`src/rtl/time_date_display_scan.sv`:
```
// Reader side of the time/date counter: snapshots one page per frame, converts each
// field to two BCD digits with a serial double-dabble, and scans a 6-digit common-anode display.
module time_date_display_scan #(
    parameter int DIGIT_CYCLES = 32,
    parameter int BLINK_HALF   = 16384
) (
    input  logic       clk_32_768K,
    input  logic       Rst_n,
    input  logic [5:0] Sec_Time,
    input  logic [5:0] Min_Time,
    input  logic [4:0] Hr_Time,
    input  logic [5:0] Day_Date,
    input  logic [3:0] Mon_Date,
    input  logic [6:0] Year_Date,
    input  logic [1:0] Blink,
    input  logic       Display,
    output logic [6:0] Seg_n,
    output logic       Dp_n,
    output logic [5:0] Dig_n,
    output logic       Frame
);
    localparam int TW = $clog2(DIGIT_CYCLES);
    localparam int BW = $clog2(BLINK_HALF);
    localparam logic [3:0] CODE_DASH  = 4'hA;
    localparam logic [3:0] CODE_BLANK = 4'hF;

    typedef enum logic [1:0] {S_IDLE, S_LOAD, S_CONV, S_DONE} conv_state_e;
    conv_state_e state, state_d;

    logic [TW-1:0] slot_tmr;
    logic [2:0]    scan_idx;
    logic [6:0]    page_fld [3];
    logic [6:0]    snap1, snap2;
    logic [6:0]    sh_bin;
    logic [7:0]    sh_bcd;
    logic [3:0]    ones_adj, tens_adj;
    logic [8:0]    bcd_step;
    logic [2:0]    bit_cnt;
    logic [1:0]    fld;
    logic [3:0]    conv_res [6];
    logic [3:0]    digit_buf [6];
    logic [3:0]    cur_code;
    logic [1:0]    blink_q;
    logic [BW-1:0] blink_tmr, blink_tmr_d;
    logic          blink_phase, blink_phase_d, blink_hide;

    function automatic logic [6:0] seg_decode(input logic [3:0] code);
        case (code)
            4'd0:      seg_decode = 7'b1000000;
            4'd1:      seg_decode = 7'b1111001;
            4'd2:      seg_decode = 7'b0100100;
            4'd3:      seg_decode = 7'b0110000;
            4'd4:      seg_decode = 7'b0011001;
            4'd5:      seg_decode = 7'b0010010;
            4'd6:      seg_decode = 7'b0000010;
            4'd7:      seg_decode = 7'b1111000;
            4'd8:      seg_decode = 7'b0000000;
            4'd9:      seg_decode = 7'b0010000;
            CODE_DASH: seg_decode = 7'b0111111;
            default:   seg_decode = 7'b1111111;
        endcase
    endfunction

    always_ff @(posedge clk_32_768K or negedge Rst_n) begin
        if (!Rst_n) begin
            slot_tmr <= '0;
            scan_idx <= '0;
        end else if (slot_tmr == TW'(DIGIT_CYCLES - 1)) begin
            slot_tmr <= '0;
            scan_idx <= (scan_idx == 3'd5) ? 3'd0 : scan_idx + 3'd1;
        end else begin
            slot_tmr <= slot_tmr + TW'(1);
        end
    end

    always_comb begin
        if (Display) begin
            page_fld[0] = {1'b0, Day_Date};
            page_fld[1] = {3'b000, Mon_Date};
            page_fld[2] = Year_Date;
        end else begin
            page_fld[0] = {1'b0, Sec_Time};
            page_fld[1] = {1'b0, Min_Time};
            page_fld[2] = {2'b00, Hr_Time};
        end
    end

    // One double-dabble step; bcd_step[8] is the hundreds bit, set only for values above 99.
    always_comb begin
        ones_adj = (sh_bcd[3:0] >= 4'd5) ? sh_bcd[3:0] + 4'd3 : sh_bcd[3:0];
        tens_adj = (sh_bcd[7:4] >= 4'd5) ? sh_bcd[7:4] + 4'd3 : sh_bcd[7:4];
        bcd_step = {tens_adj, ones_adj, sh_bin[6]};
    end

    always_comb begin
        state_d = state;
        case (state)
            S_IDLE:  if (Frame) state_d = S_LOAD;
            S_LOAD:  state_d = S_CONV;
            S_CONV:  if (bit_cnt == 3'd6 && fld == 2'd2) state_d = S_DONE;
            S_DONE:  state_d = S_IDLE;
            default: state_d = S_IDLE;
        endcase
    end

    always_ff @(posedge clk_32_768K or negedge Rst_n) begin
        if (!Rst_n) state <= S_IDLE;
        else        state <= state_d;
    end

    always_ff @(posedge clk_32_768K or negedge Rst_n) begin
        if (!Rst_n) begin
            snap1   <= '0;
            snap2   <= '0;
            sh_bin  <= '0;
            sh_bcd  <= '0;
            bit_cnt <= '0;
            fld     <= '0;
            for (int i = 0; i < 6; i++) conv_res[i] <= CODE_BLANK;
        end else if (state == S_LOAD) begin
            snap1   <= page_fld[1];
            snap2   <= page_fld[2];
            sh_bin  <= page_fld[0];
            sh_bcd  <= '0;
            bit_cnt <= '0;
            fld     <= '0;
        end else if (state == S_CONV) begin
            if (bit_cnt == 3'd6) begin
                conv_res[{fld, 1'b0}] <= bcd_step[8] ? CODE_DASH : bcd_step[3:0];
                conv_res[{fld, 1'b1}] <= bcd_step[8] ? CODE_DASH : bcd_step[7:4];
                fld     <= fld + 2'd1;
                sh_bin  <= (fld == 2'd0) ? snap1 : snap2;
                sh_bcd  <= '0;
                bit_cnt <= '0;
            end else begin
                sh_bin  <= {sh_bin[5:0], 1'b0};
                sh_bcd  <= bcd_step[7:0];
                bit_cnt <= bit_cnt + 3'd1;
            end
        end
    end

    always_ff @(posedge clk_32_768K or negedge Rst_n) begin
        if (!Rst_n) begin
            for (int i = 0; i < 6; i++) digit_buf[i] <= CODE_BLANK;
        end else if (state == S_DONE) begin
            for (int i = 0; i < 6; i++) digit_buf[i] <= conv_res[i];
        end
    end

    // A change of Blink restarts the flash with the newly selected pair visible.
    always_comb begin
        if (Blink != blink_q) begin
            blink_tmr_d   = '0;
            blink_phase_d = 1'b0;
        end else if (blink_tmr == BW'(BLINK_HALF - 1)) begin
            blink_tmr_d   = '0;
            blink_phase_d = ~blink_phase;
        end else begin
            blink_tmr_d   = blink_tmr + BW'(1);
            blink_phase_d = blink_phase;
        end
        blink_hide = blink_phase_d && (Blink != 2'b00) && (Blink == scan_idx[2:1] + 2'd1);
    end

    always_ff @(posedge clk_32_768K or negedge Rst_n) begin
        if (!Rst_n) begin
            blink_q     <= 2'b00;
            blink_tmr   <= '0;
            blink_phase <= 1'b0;
        end else begin
            blink_q     <= Blink;
            blink_tmr   <= blink_tmr_d;
            blink_phase <= blink_phase_d;
        end
    end

    // DONE forwards the fresh conversion so the new frame is visible the cycle the buffer loads.
    assign cur_code = (state == S_DONE) ? conv_res[scan_idx] : digit_buf[scan_idx];

    always_ff @(posedge clk_32_768K or negedge Rst_n) begin
        if (!Rst_n) begin
            Seg_n <= 7'h7F;
            Dp_n  <= 1'b1;
            Dig_n <= 6'h3F;
            Frame <= 1'b0;
        end else begin
            Frame <= (slot_tmr == '0) && (scan_idx == 3'd0);
            if (slot_tmr == '0) begin
                Seg_n <= 7'h7F;
                Dp_n  <= 1'b1;
                Dig_n <= 6'h3F;
            end else begin
                Seg_n <= blink_hide ? 7'h7F : seg_decode(cur_code);
                Dp_n  <= ~((scan_idx == 3'd2) || (scan_idx == 3'd4));
                Dig_n <= ~(6'b000001 << scan_idx);
            end
        end
    end
endmodule

```
`config.mk`:
```
export PLATFORM = sky130hd
export DESIGN_NAME = time_date_display_scan
export DESIGN_NICKNAME = d
export VERILOG_FILES = /design/src/rtl/time_date_display_scan.sv
export SDC_FILE = /design/constraint.sdc
export NUM_CORES = 1
export LEC_CHECK = 0
export CORE_MARGIN = 3
export CORE_UTILIZATION = 52
export DETAILED_ROUTE_END_ITERATION = 16
export PLACE_DENSITY = 0.72
export SYNTH_ARGS = -nofsm -noshare
export SYNTH_HDL_FRONTEND = slang
export SYNTH_SLANG_ARGS = --single-unit
```
`constraint.sdc`:
```
create_clock -name clk_32_768K -period 2.3 [get_ports clk_32_768K]
set_input_delay 0.46 -clock clk_32_768K [delete_from_list [all_inputs] [get_ports clk_32_768K]]
set_output_delay 0.46 -clock clk_32_768K [all_outputs]
set_load 0.005 [all_outputs]
```
# --- Yosys cells after proc, flatten, opt, wreduce, memory -nomap -nowiden ---
# Memory sizes are Yosys's and may differ from the RTL's.
# Index checks and enable logic that the tools add are counted.
totals:
  romBits: 112
  regBits: 124
  n_memories: 1
  word_cells: 127
mem_list:
  columns: ["name", "words", "width", "read_ports", "rd_clocked_by_memory_dff", "wr", "line", "rtl"]
  rows:
  - ["(name not given)", 16, 7, 1, 0, 0, "48", "case (code)"]
op_classes:
  bitwise: 7
  magnitude_cmp: 7
  n_reduce_logical: 17
  mux: 44
  n_eq_ne: 14
  add_sub_neg: 8
  shift: 1
op_table:
  columns: ["cell", "count"]
  rows:
  - ["$bwmux 24", 2]
  - ["$mux 4", 11]
  - ["$mux 7", 6]
  - ["$mux 14", 2]
  - ["$bmux 4 s3", 2]
  - ["$demux 4 s3", 2]
  - ["$mux 8", 3]
  - ["$mux 20", 1]
  - ["$add 14x1->14 const B", 1]
  - ["$eq 14x14->1 const B", 1]
  - ["$ge 4x4->1 const B", 3]
  - ["$mux 3", 4]
  - ["$not 3->4", 3]
  - ["$mux 2", 5]
  - ["$eq 3x3->1 const B", 3]
  - ["$add 4x2->4 const B", 2]
  - ["$ge 4x3->1 const B", 2]
  - ["$lt 4x1->1 const B", 2]
  - ["$pmux 2 s4", 1]
  - ["$add 3x1->3 const B", 2]
  - ["$eq 2x2->1 const B", 3]
  - ["$logic_and 1x1->1", 6]
  - ["$mux 6", 1]
  - ["$not 6->6", 1]
  - ["other kinds (19)", 29]

# --- Longest topological paths before layout ---
# An unclocked memory read counts as a cell.
logic_depth:
  depth_word: 8
  ltp_mapped: 11
  depth_no_buf: 9

# --- Least setup slack after synthesis ---
# OpenSTA, ideal clock, no wires.
synth_path:
  kind: "reg2reg"
  start: "register state[0]"
  end: "register Seg_n[4]"
  path_slack_ns: -0.121
  setup_time_ns: 0.081
  stages_incl_launch_ff: 11
  t_arrival_ns: 2.340
  path_buffers: 2
  t_required_ns: 2.219
  cell_sequence: "dfrtp_1 -> ha_1 -> buf_4 -> buf_6 -> mux2_1 -> mux2i_1 -> o21ai_1 -> inv_1 -> ha_1 -> mux2_4 -> a32oi_1"
synth_via:
  elab_chain_len: 5
synth_lines:
  columns: ["element", "line", "rtl"]
  rows:
  - ["start: declaration", "28", "conv_state_e state, state_d;"]
  - ["start signal: assignment", "108", "else state <= state_d;"]
  - ["$eq 2x2->1", "179", "assign cur_code = (state == S_DONE) ? conv_res[scan_idx] : digit_buf[scan_idx];"]
  - ["$mux 4", "179", null]
  - ["$mem_v2 16x7", null, null]
  - ["$mux 7", "194", "Seg_n <= blink_hide ? 7'h7F : seg_decode(cur_code);"]
  - ["$mux 7", "189", "if (slot_tmr == '0) begin"]
  - ["end signal: assignment", "194", null]
  - ["end: declaration", "17", "output logic [6:0] Seg_n,"]
# No other way between the ends.
# A chain may end at the register's enable or synchronous reset.

# --- Worst setup path in the final report ---
layout_path:
  start: "register state[0]"
  end: "register Seg_n[3]"
# The elaborated chain is that of the path after synthesis.

==> flow_metrics.env <==
export IMPL_status="finished, final reports clean"
export IMPL_max_freq_ghz=0.4561
export IMPL_crit_path_start_kind="flip-flop"
export IMPL_antenna_found_initial=0
export IMPL_worstPathRequired_ns=2.62
export IMPL_fin_nets=660
export IMPL_vias=4150
export IMPL_period_minus_slack_ns=2.192
export IMPL_routedWlPerCell_um=16.08
export IMPL_synth_cell_type_count=57
export IMPL_hpwl_um=8548
export IMPL_cts_htree_levels=4
export IMPL_drcViolationCount=0
export IMPL_design_core_area_mm2=0.01113
export IMPL_finalHoldViolCount=0
export IMPL_cp_slowest_cell="dfrtp_1"
export IMPL_hold_path_class="in2async"
export IMPL_grt_pass1_wl_um=20600
export IMPL_cp_cell_sequence="ha_4 -> buf_12 -> mux2_2 -> mux2i_1 -> o221a_2 -> inv_1 -> ha_1 -> mux2i_2 -> a32oi_1"
export IMPL_synth_area_leader_cell="dfstp_2"
export IMPL_synthArstFlopShare=1.000
export IMPL_maxSlewViolCount=0
export IMPL_yosys_warnings=0
export IMPL_synth_edf_count=0
export IMPL_die_h_um=114.0
export IMPL_yosysSeqAreaShare=0.5208
export IMPL_min_period_over_period=0.9532
export IMPL_cts_sinks=123
export IMPL_track_usage=0.2017
export IMPL_fin_ws_ns=0.1077
export IMPL_cp_arrival_ns=2.52
export IMPL_cts_made_buffers=17
export IMPL_cts_buffer_depth=2
export IMPL_initialDrtViolationCount=244
export IMPL_p_per_area_mw_per_mm2=844.3
export IMPL_instances_no_fill=752
export IMPL_final_core_util=0.6788
export IMPL_syn_instance_count=530
export IMPL_synthTopCellsByArea="dfstp_2, dfrtp_1, mux2_2, mux2i_1, ha_1"
export IMPL_netlist_area_leader_share=0.2688
export IMPL_wl_um=12090
export IMPL_portBuffers=53
export IMPL_cts_root_buf="clkbuf_16"
export IMPL_pre_cts_ws_ns=-0.04018
export IMPL_antenna_cells=0
export IMPL_die_w_um=114.0
export IMPL_dominantRegCellSynth="dfstp_2"
export IMPL_rows=38
export IMPL_worst_pin_slew_ns=0.6128
export IMPL_rsz0062_at_grt="false"
export IMPL_setup_worst_path_end_class="flip-flop"
export IMPL_path_clk_slew_ns=0.05
export IMPL_mostFrequentLayoutCells="dfstp_2, dfrtp_1, clkdlybuf4s50_1"
export IMPL_cts_tree="done"
export IMPL_syn_area_mm2=0.006060
export IMPL_grt_ovfl_total=0
export IMPL_dpl_instance_area_mm2=0.006843
export IMPL_drive_above_1_share=0.2892
export IMPL_viasPerCell=5.519
export IMPL_synth_area_per_cell_um2=11.43
export IMPL_yosys_register_bits=123
export IMPL_syn_num_nets=590
export IMPL_max_cap_viol_count=0
export IMPL_die_area_mm2=0.01298
export IMPL_final_common_cell="dfstp_2"
export IMPL_first_pass_iters=4
export IMPL_ir_drop_mv=0.8156
export IMPL_skew_ns=0.01155
export IMPL_clk_latency_ns=0.42
export IMPL_final_cell_area_mm2=0.007552
export IMPL_crit_type="reg2reg"
export IMPL_place_congestion=0.7883
export IMPL_ios=54
export IMPL_critPathMaxStageDelay_ns=0.39
export IMPL_dp_cells=719
export IMPL_grt_max_degree=56
export IMPL_first_global_vias=4284
export IMPL_setup_viol=0
export IMPL_ant_nets=0
export IMPL_syn_to_final_growth_pct=24.63
export IMPL_reg2reg_slack_ns=0.11
export IMPL_initial_core_util=0.5446
export IMPL_relSlewSlack=0.5890
export IMPL_leakagePower_uw=0.003122
export IMPL_path_max_fanout=13
## report_power, final
| group | leakage, µW | internal (µW) | switching (µW) |
|---|---|---|---|
| Sequential | 0.00143 | 2630 | 150 |
| Combinational | 0.00137 | 425 | 304 |
| Clock | 0.000324 | 1960 | 914 |
## cell type report
| class | count | area, µm² |
|---|---|---|
| fill | 839 | 3573 |
| clock buffer | 28 | 590.6 |
| sequential | 123 | 3157 |
| inverter | 29 | 108.9 |
| clock inverter | 3 | 65.06 |
| multi-input combinational | 354 | 2708 |
| tap | 140 | 175.2 |
| timing repair buffer | 75 | 748.2 |
## metrics by stage
step / total power (µW) / hold WS, ns / TNS [ns]
floorplan: 3193 / 0.1644 / 0
global placement: 3484 / 0.4583 / 0
detailed placement: 3531 / 0.4701 / -0.06828
CTS: 6427 / 0.02149 / 0
global route: 6637 / 0.04521 / 0
finish: 6376 / 0.01804 / 0
## state kept, by name, indices dropped and copies added, names as in the netlist, 6 cells and up
register and count:
Dig_n 6, Seg_n 7, blink_tmr 14, conv_res 24, digit_buf 24, sh_bcd 8, sh_bin 7, snap1 6
snap2 7
## path summary, 6_finish.rpt
kind / startpoint / end / depth (start not counted)
max in group asynchronous: Rst_n / conv_res[15] / 2
hold reg to reg: conv_res[7] / conv_res[7] / 2
setup / recovery: state[0] / Seg_n[3] / 9
min in group clk_32_768K: conv_res[7] / conv_res[7] / 2
hold / removal: Rst_n / blink_tmr[13] / 1
setup reg to reg: state[0] / Seg_n[3] / 9
## critical path, delay by kind of cell (launching register included)
kind / cells / cell delay [ns]
AO/OA/AOI/OAI: 2 / 0.40
multiplexers: 3 / 0.70
flip-flops: 1 / 0.39
adder cells (fa/ha/maj): 2 / 0.38
buffers and inverters: 2 / 0.23
## logic make-up (layout without fill, tap and decap cells)
family,after synthesis,count (layout),synth area share
xor gates and xnor gates,20,20,0.03201
adders and majority gates,21,21,0.04336
muxes,78,78,0.1542
DFF,123,123,0.5208
buffers and inverters,53,135,0.03634
AOI/OAI and AO/OA,97,97,0.1055
and+or+nand+nor,138,138,0.1078
## cells in the mapped netlist (6+ instances only)
cell      count
dfstp_2      62
dfrtp_1      61
nor2_1       47
mux2_2       42
nand2_1      40
o21ai_0      29
a21oi_1      28
inv_1        28
mux2i_1      27
ha_1         21
clkbuf_1     18
xnor2_1      12
nand3_1      10
o22ai_1       9
a211oi_1      7
nor2b_1       7
xor2_1        7
nor3_1        6
nor3b_1       6
## layer usage
metal	GRT usage	up-vias	wire length (µm)
met5	0	-	0
met3	0.05570	18	444
met2	0.3310	80	6050
li1	-	2003	-
met4	0.07363	0	223
met1	0.2566	2049	5370
## timing repair
action	in CTS	in global routing
setup endpoints to repair	4	6
gates cloned	0	1
hold buffers	0	0
pin swaps	1	0
gates resized for setup	1	4
setup buffers	1	0
Power figures use the tool's default switching activity.
